===== src/rtl/llc_snoop_responder.sv =====
// Snoop responder for the shared bus: looks up the LLC tag array, reports NOHIT/HIT/HITM,
// drives L1 GETLINE/INVALIDATELINE messages and writes back the new MESI state.
// Optional macro SNOOP_TRACE_EN adds simulation-only trace prints; cycle behaviour is unchanged.
// TAG_W + INDEX_W + OFFSET_W must equal 32.
module llc_snoop_responder #(
  parameter logic [3:0]  MY_ID    = 4'd0,
  parameter int unsigned TAG_W    = 11,
  parameter int unsigned INDEX_W  = 15,
  parameter int unsigned OFFSET_W = 6,
  parameter int unsigned WAY_W    = 4
) (
  input  logic               clk,
  input  logic               rst,
  input  logic               bus_valid,
  output logic               bus_ready,
  input  logic [2:0]         bus_op,
  input  logic [31:0]        bus_addr,
  input  logic [3:0]         bus_cache_id,
  output logic               lk_req,
  output logic [INDEX_W-1:0] lk_index,
  output logic [TAG_W-1:0]   lk_tag,
  input  logic               lk_rsp_valid,
  input  logic               lk_hit,
  input  logic [WAY_W-1:0]   lk_way,
  input  logic [1:0]         lk_mesi,
  output logic               upd_valid,
  output logic [INDEX_W-1:0] upd_index,
  output logic [WAY_W-1:0]   upd_way,
  output logic [1:0]         upd_mesi,
  output logic               l1_msg_valid,
  input  logic               l1_msg_ready,
  output logic [2:0]         l1_msg,
  output logic [31:0]        l1_addr,
  output logic               snoop_valid,
  output logic [1:0]         snoop_result,
  output logic [31:0]        snoop_addr
);

  localparam logic [2:0] OP_READ    = 3'b001;
  localparam logic [2:0] OP_WRITE   = 3'b010;
  localparam logic [2:0] OP_INVAL   = 3'b011;
  localparam logic [2:0] OP_RWIM    = 3'b100;

  localparam logic [1:0] MESI_I     = 2'd0;
  localparam logic [1:0] MESI_S     = 2'd1;
  localparam logic [1:0] MESI_M     = 2'd3;

  localparam logic [2:0] MSG_GET    = 3'b001;
  localparam logic [2:0] MSG_INV    = 3'b011;

  localparam logic [1:0] SR_NOHIT   = 2'b00;
  localparam logic [1:0] SR_HIT     = 2'b01;
  localparam logic [1:0] SR_HITM    = 2'b10;

  typedef enum logic [2:0] {
    ST_IDLE,
    ST_LOOKUP,
    ST_WAIT_RSP,
    ST_MSG_GET,
    ST_MSG_INV,
    ST_FINISH
  } state_e;

  state_e             state;
  logic [2:0]         op_q;
  logic [31:0]        addr_q;
  logic [WAY_W-1:0]   way_q;
  logic               inv_pend_q;
  logic               upd_pend_q;
  logic [1:0]         new_mesi_q;
  logic [1:0]         result_q;

  logic [1:0]         rsp_mesi_c;
  logic               need_get_c;
  logic               need_inv_c;
  logic               need_upd_c;
  logic [1:0]         new_mesi_c;
  logic [1:0]         result_c;
  logic               accept_c;
  logic               snoopable_c;
  logic               msg_last_c;
  logic [31:0]        line_addr_c;

  // Decision table applied to the lookup response; a miss counts as state I.
  always_comb begin
    rsp_mesi_c = lk_hit ? lk_mesi : MESI_I;
    need_get_c = 1'b0;
    need_inv_c = 1'b0;
    need_upd_c = 1'b0;
    new_mesi_c = MESI_I;
    result_c   = SR_NOHIT;
    if (rsp_mesi_c != MESI_I) begin
      case (op_q)
        OP_READ: begin
          need_upd_c = 1'b1;
          new_mesi_c = MESI_S;
          need_get_c = (rsp_mesi_c == MESI_M);
          result_c   = (rsp_mesi_c == MESI_M) ? SR_HITM : SR_HIT;
        end
        OP_RWIM: begin
          need_upd_c = 1'b1;
          need_inv_c = 1'b1;
          need_get_c = (rsp_mesi_c == MESI_M);
          result_c   = (rsp_mesi_c == MESI_M) ? SR_HITM : SR_HIT;
        end
        OP_INVAL: begin
          need_upd_c = 1'b1;
          need_inv_c = 1'b1;
          result_c   = SR_HIT;
        end
        default: ;
      endcase
    end
  end

  // Handshake and message-completion helpers.
  always_comb begin
    accept_c    = (state == ST_IDLE) && bus_ready && bus_valid;
    snoopable_c = (bus_cache_id != MY_ID) && (bus_op != OP_WRITE);
    msg_last_c  = l1_msg_valid && l1_msg_ready &&
                  (((state == ST_MSG_GET) && !inv_pend_q) || (state == ST_MSG_INV));
    line_addr_c = {addr_q[31:OFFSET_W], {OFFSET_W{1'b0}}};
  end

  // Responder FSM with registered outputs.
  always_ff @(posedge clk) begin
    if (rst) begin
      state        <= ST_IDLE;
      op_q         <= '0;
      addr_q       <= '0;
      way_q        <= '0;
      inv_pend_q   <= 1'b0;
      upd_pend_q   <= 1'b0;
      new_mesi_q   <= '0;
      result_q     <= '0;
      bus_ready    <= 1'b0;
      lk_req       <= 1'b0;
      lk_index     <= '0;
      lk_tag       <= '0;
      upd_valid    <= 1'b0;
      upd_index    <= '0;
      upd_way      <= '0;
      upd_mesi     <= '0;
      l1_msg_valid <= 1'b0;
      l1_msg       <= '0;
      l1_addr      <= '0;
      snoop_valid  <= 1'b0;
      snoop_result <= '0;
      snoop_addr   <= '0;
    end else begin
      lk_req      <= 1'b0;
      upd_valid   <= 1'b0;
      snoop_valid <= 1'b0;
      case (state)
        ST_IDLE: begin
          bus_ready <= 1'b1;
          if (accept_c) begin
            op_q   <= bus_op;
            addr_q <= bus_addr;
            // Own traffic and writes are consumed without a lookup.
            if (snoopable_c) begin
              state     <= ST_LOOKUP;
              bus_ready <= 1'b0;
              lk_req    <= 1'b1;
              lk_index  <= bus_addr[OFFSET_W +: INDEX_W];
              lk_tag    <= bus_addr[31 -: TAG_W];
            end
          end
        end
        ST_LOOKUP: begin
          state <= ST_WAIT_RSP;
        end
        ST_WAIT_RSP: begin
          if (lk_rsp_valid) begin
            way_q      <= lk_way;
            inv_pend_q <= need_inv_c;
            upd_pend_q <= need_upd_c;
            new_mesi_q <= new_mesi_c;
            result_q   <= result_c;
            if (need_get_c) begin
              state        <= ST_MSG_GET;
              l1_msg_valid <= 1'b1;
              l1_msg       <= MSG_GET;
              l1_addr      <= line_addr_c;
            end else if (need_inv_c) begin
              state        <= ST_MSG_INV;
              l1_msg_valid <= 1'b1;
              l1_msg       <= MSG_INV;
              l1_addr      <= line_addr_c;
            end else begin
              state        <= ST_FINISH;
              snoop_valid  <= 1'b1;
              snoop_result <= result_c;
              snoop_addr   <= addr_q;
              upd_valid    <= need_upd_c;
              upd_index    <= lk_index;
              upd_way      <= lk_way;
              upd_mesi     <= new_mesi_c;
            end
          end
        end
        ST_MSG_GET: begin
          // GETLINE followed directly by INVALIDATELINE keeps valid high.
          if (l1_msg_ready && inv_pend_q) begin
            state  <= ST_MSG_INV;
            l1_msg <= MSG_INV;
          end
        end
        ST_MSG_INV: ;
        ST_FINISH: begin
          state     <= ST_IDLE;
          bus_ready <= 1'b1;
        end
        default: begin
          state <= ST_IDLE;
        end
      endcase
      if (msg_last_c) begin
        state        <= ST_FINISH;
        l1_msg_valid <= 1'b0;
        snoop_valid  <= 1'b1;
        snoop_result <= result_q;
        snoop_addr   <= addr_q;
        upd_valid    <= upd_pend_q;
        upd_index    <= lk_index;
        upd_way      <= way_q;
        upd_mesi     <= new_mesi_q;
      end
    end
  end

`ifdef SNOOP_TRACE_EN
  function automatic string result_name(input logic [1:0] r);
    case (r)
      SR_NOHIT: return "NOHIT";
      SR_HIT:   return "HIT";
      SR_HITM:  return "HITM";
      default:  return "UNKNOWN";
    endcase
  endfunction

  function automatic string msg_name(input logic [2:0] m);
    case (m)
      MSG_GET: return "GETLINE";
      MSG_INV: return "INVALIDATELINE";
      default: return "UNKNOWN";
    endcase
  endfunction

  // Trace of reported snoops and L1 transfers.
  always_ff @(posedge clk) begin
    if (!rst && snoop_valid)
      $display("SnoopResult: Address %h, SnoopResult: %s", snoop_addr, result_name(snoop_result));
    if (!rst && l1_msg_valid && l1_msg_ready)
      $display("L2: %s %h", msg_name(l1_msg), l1_addr);
  end
`endif

endmodule


===== config.mk =====
export PLATFORM = sky130hd
export DESIGN_NAME = llc_snoop_responder
export DESIGN_NICKNAME = d
export VERILOG_FILES = /design/src/rtl/llc_snoop_responder.sv
export SDC_FILE = /design/constraint.sdc
export NUM_CORES = 1
export LEC_CHECK = 0
export ABC_AREA = 1
export CORE_UTILIZATION = 44
export CTS_CLUSTER_SIZE = 28
export DETAILED_ROUTE_END_ITERATION = 6
export PLACE_DENSITY_LB_ADDON = 0.08
export SLEW_MARGIN = 20
export SYNTH_ARGS = -nofsm -noshare
export SYNTH_HDL_FRONTEND = slang
export SYNTH_SLANG_ARGS = --single-unit

===== constraint.sdc =====
create_clock -name clk -period 4.4 [get_ports clk]
set_clock_uncertainty 0.1 [all_clocks]
set_input_delay 0.66 -clock clk [delete_from_list [all_inputs] [get_ports clk]]
set_output_delay 0.66 -clock clk [all_outputs]
set_load 0.05 [all_outputs]

==> out/results.ini <==
[detailed_routing]
drt-vias-per-instance = 4.88
wl_per_cell_um = 14.7
ant_nets = 0
vias = 5446
drt_iter0_drc = 285
firstDrtPassIters = 4
wl_um = 16400
drcViolationCount = 0

[timing]
slew_violations = 0
tns_ns = 0
post-route-period-util = 0.664
tightest_slew_ns = 0.951
hold_viol_final = 0
finalSetupViolations = 0
period_needed_ns = 2.92
maxSlewHeadroom = 0.364
rsz0062_at_grt = false
fmax_mhz = 342

[floorplan]
io_pins = 172
die_area_mm2 = 0.0138
die_x_um = 117
num_rows = 41
start_util = 0.459
die_y_um = 117
core_mm2 = 0.0128

[worst_setup_path]
worstSetupPathType = primary input to register
end_kind = register
critPathSlowestCell = clkdlybuf4s50_1
cpMostUsedCell = inv_2
reg2reg_depth = 9
r2r-end = snoop_addr[0]
crit_family = buffers and inverters
worstPathArrival_ns = 3.13
worstReg2RegStart = state[1]
start_kind = primary input
crit_path_cell_trace = clkdlybuf4s50_1 -> nand2_1 -> nor3_4 -> buf_4 -> inv_2 -> nor2_4 -> inv_2 -> o21ai_1 -> nor2_1
cp_max_fo = 37
r2r_slack_ns = 1.72
crit_buf_inv = 4
required_ns = 4.61
slowest_delay_ns = 0.46

[pwr]
p_leak_nw = 3.64
p_per_area_mw_per_mm2 = 511
vdd.ir_drop.worst_v = 0.000228

[clock_tree]
cts_resized = 0
postCtsHoldBufs = 0
post_cts_buffers = 0
cts_sinks = 160
clk-insertion-delay-late_ns = 0.42
clockRootBuffer = clkbuf_16
cts_tree = yes
clk_pin_slew_ns = 0.06
cts_buffers = 17
htreeDepth = 4
clockBufferDepth = 2

[logic_synthesis]
ys_seq_area_frac = 0.547
synthCells = 781
syn-cell-area_mm2 = 0.00586
syn_area_per_cell_um2 = 7.50
synth_cell_types = 22
synth_warnings = 0
ys_ff_latch = 160

[job]
maxCapViolCount = 0

[layout]
final_nets = 982
num_antenna_cells = 0
drive_gt1_frac = 0.0551
fillers = 1118
areaGrowthSynthToFinish_pct = 38.8
final_cell_mix = nand2_1 (245), clkdlybuf4s50_1 (163), dfxtp_1 (160)
design_area_mm2 = 0.00813
layout_commonest_cell = nand2_1

[grt]
antenna_found_initial = 0
first_global_vias = 5317
grt_max_degree = 39
grt_pass1_wl_um = 26800
grt_usage = 0.245
grt_overflow = 0

[placement]
io_buffers = 163
hpwl_um = 11100
gp_congestion = 0.846
placed_cell_area_mm2 = 0.00752

[min_path]
hold-path-endpoint = snoop_addr[2]
min-delay-start = addr_q[2]
min_delay_path_depth = 2
holdCritPathClass = register to register

[run_status]
status = finished clean

-- tightest hold or removal path, stage by stage, from the launching register on --
cell	delay (ns)
dfxtp_1	0.32
nand2_1	0.05
nand2_1	0.04
-- per-layer routing --
metal	track usage	wire length [um]
met1	0.300	7240
met2	0.420	8100
met3	0.0559	792
met4	0.0885	228
met5	0	0
-- worst max path at each step --
stage | start | end | slack, ns | cells after the start
6_report | bus_valid | lk_index[6] | 1.48 | 9
2_1_floorplan | bus_ready | lk_index[10] | 2.40 | 8
3_5_place_dp | bus_valid | lk_index[5] | 1.05 | 9
5_1_grt | bus_valid | lk_index[13] | 1.23 | 9
4_1_cts | bus_valid | lk_index[7] | 1.49 | 9
3_3_place_gp | bus_valid | lk_index[7] | 1.17 | 9
-- logic make-up after synthesis --
group	count (synthesis)	synth area share
simple gates	432	0.290
flops	160	0.547
compound gates	110	0.0963
buf+inv	78	0.0658
other cells	1	0.000640
-- Yosys cell counts, drive strengths merged --
cell type	count	share of area
inv	31	0.020
conb	1	0.00064
o31ai	1	0.0013
nand3	29	0.026
o21ai	84	0.072
nand2	247	0.16
nor2	155	0.10
buf	27	0.033
a21oi	25	0.023
nor3	1	0.0028
clkinv	1	0.00064
clkbuf	19	0.012
dfxtp	160	0.55
-- registers in the layout (all words and copies together), names as in the netlist, 4 cells and up --
signal,flops
upd_index,15
upd_way,4
lk_index,15
way_q,4
addr_q,32
snoop_addr,32
lk_tag,11
l1_addr,26
-- report_power, final --
part	switching (mW)	total (mW)	internal (mW)
Clock	0.594	1.51	0.912
Combinational	0.626	0.912	0.285
Sequential	0.129	1.74	1.61
-- metrics by stage --
| stage | util | hold slack (ns) | setup slack (ns) | power, mW | cells |
|---|---|---|---|---|---|
| floorplan | - | 0.314 | 2.40 | 2.37 | 788 |
| detailed placement | 0.589 | 0.328 | 1.05 | 2.67 | 1084 |
| finish | 0.636 | 0.332 | 1.48 | 4.16 | 1116 |
| CTS | 0.636 | 0.340 | 1.49 | 4.18 | 1116 |
| global route | 0.636 | 0.357 | 1.23 | 4.35 | 1116 |
| global placement | 0.589 | 0.327 | 1.17 | 2.66 | 1084 |
-- cell type report --
cell class | instances | area, um2 | area share
Clock inverter | 12 | 156 | 0.0192
Tap cell | 172 | 215 | 0.0265
Multi-Input combinational cell | 550 | 2300 | 0.283
Timing Repair Buffer | 170 | 1680 | 0.207
Sequential cell | 160 | 3200 | 0.394
Inverter | 32 | 120 | 0.0148
Clock buffer | 20 | 447 | 0.0550
Note: power is estimated with default switching activity, not from simulation.
